==> src/rtl/pipeline_ctrl.sv <==
// Central sequencer for the 5-stage pipeline: latch enables/flushes, PC enable,
// dcache-wait / halt-drain / halted states and saturating stall/flush counters.
//
// Latch control semantics: an x_en of 1 loads the latch; x_flush=1 (only
// meaningful with x_en=1) loads a bubble instead of the upstream stage.
module pipeline_ctrl #(
  parameter int CNT_W = 32
) (
  input  logic             CLK,
  input  logic             RST,
  input  logic             ihit,
  input  logic             dhit,
  input  logic             dmemREN_mem,
  input  logic             dmemWEN_mem,
  input  logic             memToReg_ex,
  input  logic [4:0]       rt_ex,
  input  logic [4:0]       rs_id,
  input  logic [4:0]       rt_id,
  input  logic             branch_taken,
  input  logic             halt_mem,
  output logic             pc_en,
  output logic             ifid_en,
  output logic             idex_en,
  output logic             exmem_en,
  output logic             memwb_en,
  output logic             ifid_flush,
  output logic             idex_flush,
  output logic             exmem_flush,
  output logic             memwb_flush,
  output logic             halt,
  output logic [CNT_W-1:0] stall_cnt,
  output logic [CNT_W-1:0] flush_cnt,
  output logic [1:0]       state_dbg
);

  typedef enum logic [1:0] {
    RUN     = 2'd0,
    MEMWAIT = 2'd1,
    DRAIN   = 2'd2,
    HALTED  = 2'd3
  } state_t;

  state_t state, next_state;
  logic   dmem_req, load_use, stall_inc, flush_inc;

  assign dmem_req  = (dmemREN_mem | dmemWEN_mem) & ~dhit;
  assign load_use  = memToReg_ex & (rt_ex != 5'd0) &
                     ((rt_ex == rs_id) | (rt_ex == rt_id));
  assign state_dbg = state;

  // State register
  always_ff @(posedge CLK or posedge RST) begin
    if (RST) state <= RUN;
    else     state <= next_state;
  end

  // Next-state selection
  always_comb begin
    next_state = state;
    case (state)
      RUN: begin
        if (dmem_req)      next_state = MEMWAIT;
        else if (halt_mem) next_state = DRAIN;
      end
      MEMWAIT: if (dhit) next_state = RUN;
      DRAIN:   next_state = HALTED;
      HALTED:  next_state = HALTED;
      default: next_state = RUN;
    endcase
  end

  // Latch enables/flushes and counter increment strobes
  always_comb begin
    pc_en       = 1'b1;
    ifid_en     = 1'b1;
    idex_en     = 1'b1;
    exmem_en    = 1'b1;
    memwb_en    = 1'b1;
    ifid_flush  = 1'b0;
    idex_flush  = 1'b0;
    exmem_flush = 1'b0;
    memwb_flush = 1'b0;
    flush_inc   = 1'b0;
    case (state)
      RUN, MEMWAIT: begin
        if ((state == RUN && dmem_req) || (state == MEMWAIT && !dhit)) begin
          // Outstanding dcache miss: freeze the whole pipe
          pc_en    = 1'b0;
          ifid_en  = 1'b0;
          idex_en  = 1'b0;
          exmem_en = 1'b0;
          memwb_en = 1'b0;
        end else if (state == RUN && halt_mem) begin
          // Squash younger instrs; halt itself moves on to WB
          pc_en       = 1'b0;
          ifid_flush  = 1'b1;
          idex_flush  = 1'b1;
          exmem_flush = 1'b1;
        end else if (branch_taken) begin
          ifid_flush  = 1'b1;
          idex_flush  = 1'b1;
          exmem_flush = 1'b1;
          flush_inc   = 1'b1;
        end else if (load_use) begin
          pc_en      = 1'b0;
          ifid_en    = 1'b0;
          idex_flush = 1'b1;
        end else if (!ihit) begin
          pc_en      = 1'b0;
          ifid_flush = 1'b1;
        end
      end
      DRAIN: begin
        pc_en    = 1'b0;
        ifid_en  = 1'b0;
        idex_en  = 1'b0;
        exmem_en = 1'b0;
      end
      default: begin
        pc_en    = 1'b0;
        ifid_en  = 1'b0;
        idex_en  = 1'b0;
        exmem_en = 1'b0;
        memwb_en = 1'b0;
      end
    endcase
  end

  assign stall_inc = ((state == RUN) || (state == MEMWAIT)) && !pc_en;

  // Halt flag rises on the DRAIN->HALTED edge and stays until reset
  always_ff @(posedge CLK or posedge RST) begin
    if (RST) halt <= 1'b0;
    else     halt <= (state == DRAIN) || (state == HALTED);
  end

  // Saturating performance counters
  always_ff @(posedge CLK or posedge RST) begin
    if (RST) begin
      stall_cnt <= '0;
      flush_cnt <= '0;
    end else begin
      if (stall_inc && (stall_cnt != {CNT_W{1'b1}})) stall_cnt <= stall_cnt + 1'b1;
      if (flush_inc && (flush_cnt != {CNT_W{1'b1}})) flush_cnt <= flush_cnt + 1'b1;
    end
  end

endmodule

==> config.mk <==
export PLATFORM = sky130hd
export DESIGN_NAME = pipeline_ctrl
export DESIGN_NICKNAME = d
export VERILOG_FILES = /design/src/rtl/pipeline_ctrl.sv
export SDC_FILE = /design/constraint.sdc
export NUM_CORES = 1
export LEC_CHECK = 0
export ABC_AREA = 1
export CAP_MARGIN = 20
export CORE_UTILIZATION = 40
export DETAILED_ROUTE_END_ITERATION = 6
export GPL_ROUTABILITY_DRIVEN = 0
export PLACE_DENSITY = 0.68
export RECOVER_POWER = 100
export SLEW_MARGIN = 10
export SYNTH_ARGS = -nofsm -noshare
export SYNTH_HDL_FRONTEND = slang
export SYNTH_SLANG_ARGS = --single-unit
==> constraint.sdc <==
create_clock -name CLK -period 2.2 [get_ports CLK]
set_input_delay 0.66 -clock CLK [delete_from_list [all_inputs] [get_ports CLK]]
set_output_delay 0.66 -clock CLK [all_outputs]
set_load 0.03 [all_outputs]
# After elaboration in Yosys (flattened, before gate mapping)
# Index checks and enable logic that the tools add are counted.
# totals
regBits	67
output_inout_bits	76
elab_cells	73
# op_classes
reduce_logical	16
bitwise	6
eq_ne	9
add_sub_neg	2
muxes	36
# ops
operator	count
$add A32 B1 Y32 const B	2
$ne A32 B32 Y1 const B	2
$mux W1	31
$eq A5 B5 Y1	2
$logic_and A1 B1 Y1	6
$mux W2	3
$pmux W2 S3	1
$reduce_bool A5 Y1	1
$eq A2 B2 Y1 const B	2
$reduce_or A2 Y1	2
$and A1 B1 Y1	3
$logic_or A1 B1 Y1	3
$ne A3 B3 Y1 const B	1
$eq A2 B1 Y1 const B	1
$logic_not A1 Y1	2
$logic_not A2 Y1	1
$ne A2 B2 Y1 const B	1
$or A1 B1 Y1	2
$pmux W1 S2	1
$reduce_and A2 Y1	1
$not A1 Y1	1

# Depth between registers and ports, before layout
# Gate-level depths: netlist of run 1.
# logic_depth
word_depth	11
ltp_mapped	15

# Least setup slack after synthesis of run 1
# No wires, ideal clock.
# synth_path
path_kind	input to output
start	input dmemWEN_mem
end	output ifid_flush
path_buffers	0
path_stages	9
t_required_ps	1540
arrival_time_ps	2090
setup_slack_ps	-550
path_cell_list	nor2_1 nor2_1 nand2_1 nand2_1 inv_1 nand2_2 inv_1 nand2_1 o21ai_0
# synth_between
elab_chain_len	6
# synth_lines
item	line	source
from (decl)	14	input logic dmemWEN_mem,
$or A1 B1 Y1	46	assign dmem_req = (dmemREN_mem | dmemWEN_mem) & ~dhit;
$and A1 B1 Y1	46	
$logic_and A1 B1 Y1	86	if ((state == RUN && dmem_req) || (state == MEMWAIT && !dhit)) begin
$logic_or A1 B1 Y1	86	
$mux W1	86	
$mux W1	84	case (state)
to (decl)	26	output logic ifid_flush,
# No other way between the ends.

# Worst setup path after layout of run 1
# layout_path
start	input rt_ex[0]
end	output pc_en
# layout_between
elab_chain_len	8
# layout_lines
item	line	source
from (decl)	16	input logic [4:0] rt_ex,
$eq A5 B5 Y1 / $reduce_bool A5 Y1 (equally long branches)	48, 47	
$or A1 B1 Y1 / $and A1 B1 Y1 (equally long branches)	48, 47	
$and A1 B1 Y1 (*)	47	assign load_use = memToReg_ex & (rt_ex != 5'd0) &
$mux W1 (*)	104	end else if (load_use) begin
$mux W1 (*)	99	end else if (branch_taken) begin
$mux W1 (*)	93	end else if (state == RUN && halt_mem) begin
$mux W1 (*)	86	
$mux W1 (*)	84	
to (decl)	21	output logic pc_en,
# Mark *: on every way between the ends. The rest lies on a longest branch, timed or not.

==> Implementation_results.wiki, run 1 <==
{| class="wikitable"
! Metric !! Value
|-
| Result of the run || finished with violations
|-
| Violated checks || negative setup slack
|-
| Clock buffer count from CTS || 9
|-
| Hold Buf Count CTS || 0
|-
| Via Count || 4,774
|-
| Maximum number of pins on one net before global-route repair || slightly below 70
|-
| Number of global-route vias before repair || roughly 4,700
|-
| Final cycle utilization of the critical path || 105%
|-
| Vias per std cell || 5.06
|-
| CTS Buffer Depth || 2
|-
| Multi-input gate area || between 2000 and 2500 um^2
|-
| Clock transition time at the flip-flop clock pins of the worst setup and hold paths || roughly 0.05 ns
|-
| Die H || 109 um
|-
| Worst slack on hold paths || about 0.54 ns
|-
| Final global-route overflow total || 0
|-
| Maximum clock frequency || around 430 MHz
|-
| Layout cells sized above 1 || roughly 14%
|-
| Cell area after synthesis || approximately 4600 um^2
|-
| Number of nets produced by synthesis || a little over 700
|-
| Post-detailed-route count of antenna-violating nets || 0
|-
| Worst vdd rail ir drop || ~280 uV
|-
| Average wire length per cell after detail routing || around 13 um
|-
| Sinks on Clock Net || 67
|-
| Worst hold path class || reg -> reg
|-
| RSZ-0062 raised after global routing || yes
|-
| Max-slew violation count || 0
|-
| Number of top-level pins || 100
|-
| First-pass GRT wire length || around 21,000 um
|-
| Worst stage delay on the critical path || ~0.13 ns
|-
| Diodes inserted || 0
|-
| Fillcell total || approximately 1,100
|-
| Clock insertion delay at the later pin of the skew report || 0.33 ns
|-
| Total die area || approximately 12,000 um^2
|-
| Dominant combinational cell family by area after synthesis || simple AND/OR/NAND/NOR gates
|-
| Initial core utilization || approximately two fifths
|-
| XOR/XNOR Fraction of Synth Area || 6.66%
|-
| Power after layout || 2.63 mW
|-
| Data required time at the worst endpoint || 1.54 ns
|-
| Share of the synthesized area in compound gates (AO/OA/AOI/OAI) || under 10%
|-
| Final sum of negative setup slack || -0.394 ns
|-
| Cell variety after synth || 33
|-
| Crit path kind || in -> out
|-
| Flops & latches, synth || 67
|-
| Cell-by-cell listing of the critical path || buf_8 > nand2_2 > inv_1 > nor2_1 > nor2_1 > nand3_1 > nand2_1 > nand2_2 > nand2_1 > nand2_1 > nand2_2 > nor2_4 > buf_6
|-
| Post-route worst setup slack || -0.110 ns
|-
| Overall routing resource usage || roughly 22%
|-
| Drt drc || 0
|-
| Port Buf Inserts || 98
|-
| Synth Instances || around 700
|-
| Max-cap violation count || 0
|-
| Layout Skew || roughly 0.0076 ns
|-
| Width of the die || between 100 and 150 um
|-
| Multiplexer fraction of the synthesized cell area || 0%
|-
| Final wirelength || between 10,000 and 15,000 um
|-
| Pwr Density || 430 nW/um^2
|-
| HPWL after DPL || about 9200 um
|-
| Post-Synth Simple-Gate Area || 42.6%
|-
| Initial antenna violation count || 0
|-
| Slew headroom || between 20% and 30%
|-
| Area of all placed cells without fillers || 6100 um^2
|-
| First-pass iteration count of the detailed router || 5
|-
| Final setup viols || 6
|-
| Violation count after the first detailed-routing iteration || 239
|-
| Number of levels in the clock H-tree || 3
|-
| Actual slew at the worst max-slew pin || 1.09 ns
|-
| Post-placement cell area || 5840 um^2
|-
| Critical path data arrival time || 1.65 ns
|-
| Portion of the post-synthesis area used by sequential elements || approximately 36%
|-
| Count of warnings emitted by yosys || 0
|-
| Static leakage || about 2.9 nW
|-
| Final hold vios || 0
|-
| CP Capture Type || primary output
|-
| Highest net fanout along the worst path || 4
|-
| Area inside the core boundary || 11,000 um^2
|-
| Category of the worst setup path launch point || input port
|-
| Arithmetic-cell share of the synthesized area counting full adders, half adders and majority gates || less than 1%
|-
| Syn avg cell area || roughly 6.8 um^2
|-
| End-of-flow core utilization || between 50 and 60%
|-
| TritonCTS clock tree || yes
|-
| Cell chosen for the clock root || sky130_fd_sc_hd__clkbuf_16
|-
| Post-route minimum period || ~2.3 ns
|-
| Row cnt || 38
|-
| CP max stage cell || sky130_fd_sc_hd__buf_6
|-
| Signed area change from the synthesized netlist to the final layout || 32.7%
|-
| Sequential Area || around 1700 um^2
|-
| Final Net Count || 826
|}
## per-stage QoR
step	std cells	setup WS [ns]
floorplan	681	-0.106
global placement	922	-0.556
detailed placement	922	-0.673
CTS	943	-0.118
global route	943	-0.219
finish	943	-0.110
## per-layer routing
metal / track usage (%) / wire (um)
met3: 4.18 / 659
met4: 9.33 / 359
met1: 25.9 / 5260
met5: 0 / 0
met2: 40.2 / 6330
## power by group
part | switching, mW | internal [mW]
combinational | 0.0832 | 0.0564
sequential | 0 | 1.23
clock | 0.513 | 0.741
total | 0.596 | 2.03
## cells in the mapped netlist (all sizes together)
cell type,instances,area (um^2)
xnor2,15,131
buf,18,141
nor3,18,105
xor2,20,175
nand3,45,235
and2,2,12.5
nand2,249,950
nand4,48,300
or2,1,6.26
ha,2,25.0
conb,1,3.75
dfrtp,67,1680
o211ai,1,7.51
nand3b,7,52.6
clkbuf,5,18.8
o21ai,17,104
nor2,65,256
nor4,6,43.8
inv,94,355
## worst max-delay path, delay by kind of cell
family | cells | cell delay, ns
buffers and inverters | 3 | 0.26
and+or+nand+nor | 10 | 0.73
## placed cells by master (no fill, tap or decap), types with 5 or more instances in the layout
cell type,synthesis,routed
sky130_fd_sc_hd__xnor2_1,15,15
sky130_fd_sc_hd__nand2_2,3,8
sky130_fd_sc_hd__dlygate4sd3_1,0,6
sky130_fd_sc_hd__clkbuf_16,0,9
sky130_fd_sc_hd__clkdlybuf4s50_1,0,53
sky130_fd_sc_hd__o21ai_2,5,7
sky130_fd_sc_hd__nand4_1,48,48
sky130_fd_sc_hd__buf_2,2,8
sky130_fd_sc_hd__nand3_1,43,43
sky130_fd_sc_hd__inv_1,89,81
sky130_fd_sc_hd__clkbuf_1,5,11
sky130_fd_sc_hd__buf_6,6,17
sky130_fd_sc_hd__buf_4,7,24
sky130_fd_sc_hd__inv_2,4,9
sky130_fd_sc_hd__nor2_1,62,59
sky130_fd_sc_hd__nor3_1,15,15
sky130_fd_sc_hd__nor4_1,5,5
sky130_fd_sc_hd__xor2_1,20,20
sky130_fd_sc_hd__nand2_1,245,239
sky130_fd_sc_hd__o21ai_0,9,5
sky130_fd_sc_hd__dfrtp_1,67,67
sky130_fd_sc_hd__nand3b_1,7,7
## worst paths after layout
kind                                           start  slack, ns                         to  cells after the start
max reg2reg                 flush_cnt[1]$_DFFE_PP0P_       0.15  flush_cnt[25]$_DFFE_PP0P_                     11
min in group asynchronous                        RST       1.14  stall_cnt[24]$_DFFE_PP0P_                      3
min reg2reg                stall_cnt[30]$_DFFE_PP0P_       0.54  stall_cnt[30]$_DFFE_PP0P_                      2
min                        stall_cnt[30]$_DFFE_PP0P_       0.54  stall_cnt[30]$_DFFE_PP0P_                      2
max                                         rt_ex[0]      -0.11                      pc_en                     13
max in group asynchronous                        RST       0.45   stall_cnt[4]$_DFFE_PP0P_                      3
## kinds of logic after synthesis
group	count (synthesis)
adders and majority gates	2
and+or+nand+nor	441
xor gates and xnor gates	35
AOI/OAI and AO/OA	18
buffers and inverters	117
other	1
DFF	67
## sequential cells by signal, indices dropped and copies added, names as in the netlist
signal and flops:
flush_cnt 32, state_dbg 2, stall_cnt 32, halt 1
## final cells by class
class	count	area share (%)
Tap cell	140	2.87
Multi-Input combinational cell	497	40.5
Inverter	94	5.99
Clock buffer	10	3.75
Sequential cell	67	27.5
Clock inverter	4	0.328
Timing Repair Buffer	131	19.1
## timing repair
item	in CTS	in global routing
setup endpoints to repair	49	31
buffers inserted	7	0
pin swaps	29	20
gates resized for setup	103	23
Note: power is estimated with default switching activity, not from simulation.
==> run 2, diff against run 1 <==
--- a/config.mk
+++ b/config.mk
@@ -7,9 +7,11 @@
 export LEC_CHECK = 0
 export ABC_AREA = 1
 export CAP_MARGIN = 20
+export CORE_MARGIN = 2
 export CORE_UTILIZATION = 40
 export DETAILED_ROUTE_END_ITERATION = 6
 export GPL_ROUTABILITY_DRIVEN = 0
+export HOLD_SLACK_MARGIN = 0.03
 export PLACE_DENSITY = 0.68
 export RECOVER_POWER = 100
 export SLEW_MARGIN = 10
==> run 2 against run 1 <==
  * The flow still finishes with violations (negative setup slack)
  * Clock skew up 0.0026 ns
  * Largest power group unchanged
  * Clock power about the same
  * Hold slack got worse by 0.0096 ns
  * Register-to-register slack worse by 0.02 ns
  * Clock-buffer cell count rose by 2
  * Critical path depth fell by 1
  * Sequential power about the same
  * Cell count increased by 0.21%
  * Sequential share of layout area fell by 0.13 points
==> Implementation_results.wiki, run 2 (synthesized netlist as in run 1, its figures left out) <==
{| class="wikitable"
! Metric !! Value
|-
| Commonest cells after routing, fill and taps aside || 239 x sky130_fd_sc_hd__nand2_1, 80 x sky130_fd_sc_hd__inv_1, 67 x sky130_fd_sc_hd__dfrtp_1 (was 239 x sky130_fd_sc_hd__nand2_1, 81 x sky130_fd_sc_hd__inv_1, 67 x sky130_fd_sc_hd__dfrtp_1)
|-
| Number of buffers and inverters on the critical path || 4 (was 3)
|-
| Die H || 111 um (was 109 um)
|-
| Cell-by-cell listing of the critical path || buf_6 > inv_4 > nand2_1 > nand2_1 > nor2_1 > nand3_1 > nand2_1 > nand2_2 > buf_12 > nand2_4 > o21ai_4 > buf_6 (was buf_8 > nand2_2 > inv_1 > nor2_1 > nor2_1 > nand3_1 > nand2_1 > nand2_2 > nand2_1 > nand2_1 > nand2_2 > nor2_4 > buf_6)
|-
| Share of total power consumed by net switching || 21.9% (was 22.7%)
|-
| Total die area || 12,400 um^2 (was 11,900 um^2)
|-
| Max-slew violation count || 0 (unchanged)
|-
| Internal Pwr Total || 2.08 mW (was 2.03 mW)
|-
| Critical path data arrival time || 1.69 ns (was 1.65 ns)
|-
| Clock insertion delay at the later pin of the skew report || 0.32 ns (was 0.33 ns)
|-
| Diodes inserted || 0 (unchanged)
|-
| Critical Path Source || rt_ex[1] (was rt_ex[0])
|-
| Average wire length per cell after detail routing || 13.3 um (was 13.4 um)
|-
| Initial antenna violation count || 0 (unchanged)
|-
| Sinks on Clock Net || 67 (unchanged)
|-
| Worst hold path class || reg -> reg (unchanged)
|-
| Share of total power in combinational logic || 5.6% (was 5.3%)
|-
| Via Count || 4,766 (was 4,774)
|-
| Cell chosen for the clock root || sky130_fd_sc_hd__clkbuf_16 (unchanged)
|-
| Layout cells sized above 1 || 14.5% (was 14.2%)
|-
| Final cycle utilization of the critical path || 107% (was 105%)
|-
| Row cnt || 39 (was 38)
|-
| Maximum number of pins on one net before global-route repair || 68 (unchanged)
|-
| Dominant delay contributor by cell family on the critical path || simple AND/OR/NAND/NOR gates (unchanged)
|-
| Area of all placed cells without fillers || 6130 um^2 (was 6100 um^2)
|-
| Worst vdd rail ir drop || 334 uV (was 281 uV)
|-
| Actual slew at the worst max-slew pin || 0.946 ns (was 1.09 ns)
|-
| Number of levels in the clock H-tree || 3 (unchanged)
|-
| HPWL after DPL || 9210 um (was 9200 um)
|-
| Layout Skew || 0.0102 ns (was 0.00760 ns)
|-
| Number of global-route vias before repair || 4,558 (was 4,672)
|-
| Port Buf Inserts || 98 (unchanged)
|-
| Critical path's most frequent cell || sky130_fd_sc_hd__nand2_1
|-
| Number of top-level pins || 100 (unchanged)
|-
| CP max stage cell || sky130_fd_sc_hd__buf_6 (unchanged)
|-
| Final setup viols || 6 (unchanged)
|-
| Highest net fanout along the worst path || 3 (was 4)
|-
| Final hold vios || 0 (unchanged)
|-
| R2r worst-path depth || 9 (was 11)
|-
| Fillcell total || 1,117 (was 1,093)
|-
| Pwr Density || 434 nW/um^2 (was 430 nW/um^2)
|-
| Result of the run || finished with violations (unchanged)
|-
| Relative contribution of sequential cells to total power || 46.4% (was 46.9%)
|-
| Post-route worst setup slack || -0.151 ns (was -0.110 ns)
|-
| Final global-route overflow total || 0 (unchanged)
|-
| Violation count after the first detailed-routing iteration || 271 (was 239)
|-
| Initial core utilization || 40.6% (was 41.7%)
|-
| Cell count along the critical path || 12 (was 13)
|-
| Final Net Count || 824 (was 826)
|-
| Clock buffer count from CTS || 9 (unchanged)
|-
| TritonCTS clock tree || yes (unchanged)
|-
| RSZ-0062 raised after global routing || yes (unchanged)
|-
| Clock transition time at the flip-flop clock pins of the worst setup and hold paths || 0.06 ns (was 0.05 ns)
|-
| Clk network pwr share || 48.1% (was 47.7%)
|-
| Area inside the core boundary || 11,300 um^2 (was 11,000 um^2)
|-
| Post-placement cell area || 5830 um^2 (was 5840 um^2)
|-
| Post-route minimum period || 2.35 ns (was 2.31 ns)
|-
| Max-cap violation count || 0 (unchanged)
|-
| Final wirelength || 12,500 um (was 12,600 um)
|-
| Data required time at the worst endpoint || 1.54 ns (about the same)
|-
| Hold_sp || stall_cnt[30]$_DFFE_PP0P_ (unchanged)
|-
| Vias per std cell || 5.04 (was 5.06)
|-
| Crit path kind || in -> out (unchanged)
|-
| Overall routing resource usage || 20.7% (was 22.3%)
|-
| CTS Buffer Depth || 2 (unchanged)
|-
| Slew headroom || 36.9% (was 27.5%)
|-
| First-pass iteration count of the detailed router || 4 (was 5)
|-
| Maximum clock frequency || 425 MHz (was 433 MHz)
|-
| Worst slack on hold paths || 0.528 ns (was 0.537 ns)
|-
| Worst stage delay on the critical path || 0.15 ns (was 0.13 ns)
|-
| First-pass GRT wire length || 21,300 um (was 21,100 um)
|-
| Switch Pwr || 0.583 mW (was 0.596 mW)
|-
| Post-detailed-route count of antenna-violating nets || 0 (unchanged)
|-
| Number of cells traversed by the worst hold path || 2 (unchanged)
|-
| End-of-flow core utilization || 54.2% (was 55.3%)
|-
| Category of the worst setup path launch point || input port (unchanged)
|-
| Commonest non-fill, non-tap cell in the layout || sky130_fd_sc_hd__nand2_1 (unchanged)
|-
| Width of the die || 111 um (was 109 um)
|-
| Static leakage || 2.89 nW (was 2.90 nW)
|-
| Violated checks || negative setup slack (unchanged)
|-
| Reg2Reg Launch Point || flush_cnt[1]$_DFFE_PP0P_ (unchanged)
|-
| Drt drc || 0 (unchanged)
|-
| CP Capture Type || primary output (unchanged)
|-
| Signed area change from the synthesized netlist to the final layout || 33.3% (was 32.7%)
|}
==> run 2: cell types whose count changed in the layout (fill, tap and decap cells not counted), moves of 3 or more <==
| cell | previous run | this run |
|---|---|---|
| sky130_fd_sc_hd__clkbuf_1 | 11 | 15 |
| sky130_fd_sc_hd__nor2_1 | 59 | 55 |
| sky130_fd_sc_hd__clkbuf_2 | 3 | 0 |
| sky130_fd_sc_hd__dlygate4sd3_1 | 6 | 3 |
| sky130_fd_sc_hd__nor2_2 | 3 | 6 |
==> run 2: routing by layer <==
metal / vias to the layer above / global-route usage (%) / share of wire, %
met5: - / 0 / 0
li1: 2389 / - / -
met4: 0 / 6.75 / 2.6
met3: 29 / 5.08 / 5.1
met2: 139 / 35.7 / 50
met1: 2209 / 25.4 / 42
==> run 2: metrics by stage <==
stage | total power [mW] | setup slack, ns | instances | TNS, ns
2_1_floorplan | 1.33 | -0.106 | 681 | -0.379
3_3_place_gp | 1.39 | -0.550 | 921 | -26.09
3_5_place_dp | 1.40 | -0.607 | 921 | -29.70
4_1_cts | 2.70 | -0.147 | 941 | -0.416
5_1_grt | 2.78 | -0.268 | 945 | -2.74
6_report | 2.66 | -0.151 | 945 | -0.595
==> run 2: path summary, 6_finish.rpt <==
path | end | slack, ns
max | ifid_flush | -0.15
min | stall_cnt[30]$_DFFE_PP0P_ | 0.53
max reg2reg | flush_cnt[16]$_DFFE_PP0P_ | 0.13
min reg2reg | stall_cnt[30]$_DFFE_PP0P_ | 0.53
max in group asynchronous | state_dbg[0]$_DFFE_PP0P_ | 0.43
min in group asynchronous | flush_cnt[14]$_DFFE_PP0P_ | 1.15
==> run 2: layout make-up <==
cell class / count / area (um^2) / share of cell area (%)
inverter: 94 / 373 / 6.08
multi-input combinational: 497 / 2480 / 40.4
sequential: 67 / 1680 / 27.3
tap: 143 / 179 / 2.92
clock buffer: 12 / 246 / 4.02
timing repair buffer: 129 / 1160 / 19.0
clock inverter: 3 / 15.0 / 0.245
==> run 2: repair_timing <==
| action | 4_1_cts | 5_1_grt |
|---|---|---|
| pin swaps | 31 | 16 |
| resized for setup | 108 | 28 |
| setup endpoints to repair | 51 | 25 |
| hold buffers | 0 | 0 |
| setup buffers | 5 | 4 |
==> run 2: worst register-to-register path, delay by kind of cell (launching register included) <==
family,cells,cell delay [ns]
and+or+nand+nor,5,0.77
DFF,1,0.43
buffers and inverters,2,0.34
adders and majority gates,1,0.27
AOI/OAI and AO/OA,1,0.12
==> run 2: power groups by stage <==
stage / Sequential, mW / Combinational [mW] / Clock [mW]
global placement: 1.25 / 0.139 / 0
detailed placement: 1.25 / 0.143 / 0
global route: 1.23 / 0.166 / 1.38
floorplan: 1.25 / 0.0766 / 0
CTS: 1.23 / 0.141 / 1.32
finish: 1.23 / 0.148 / 1.28
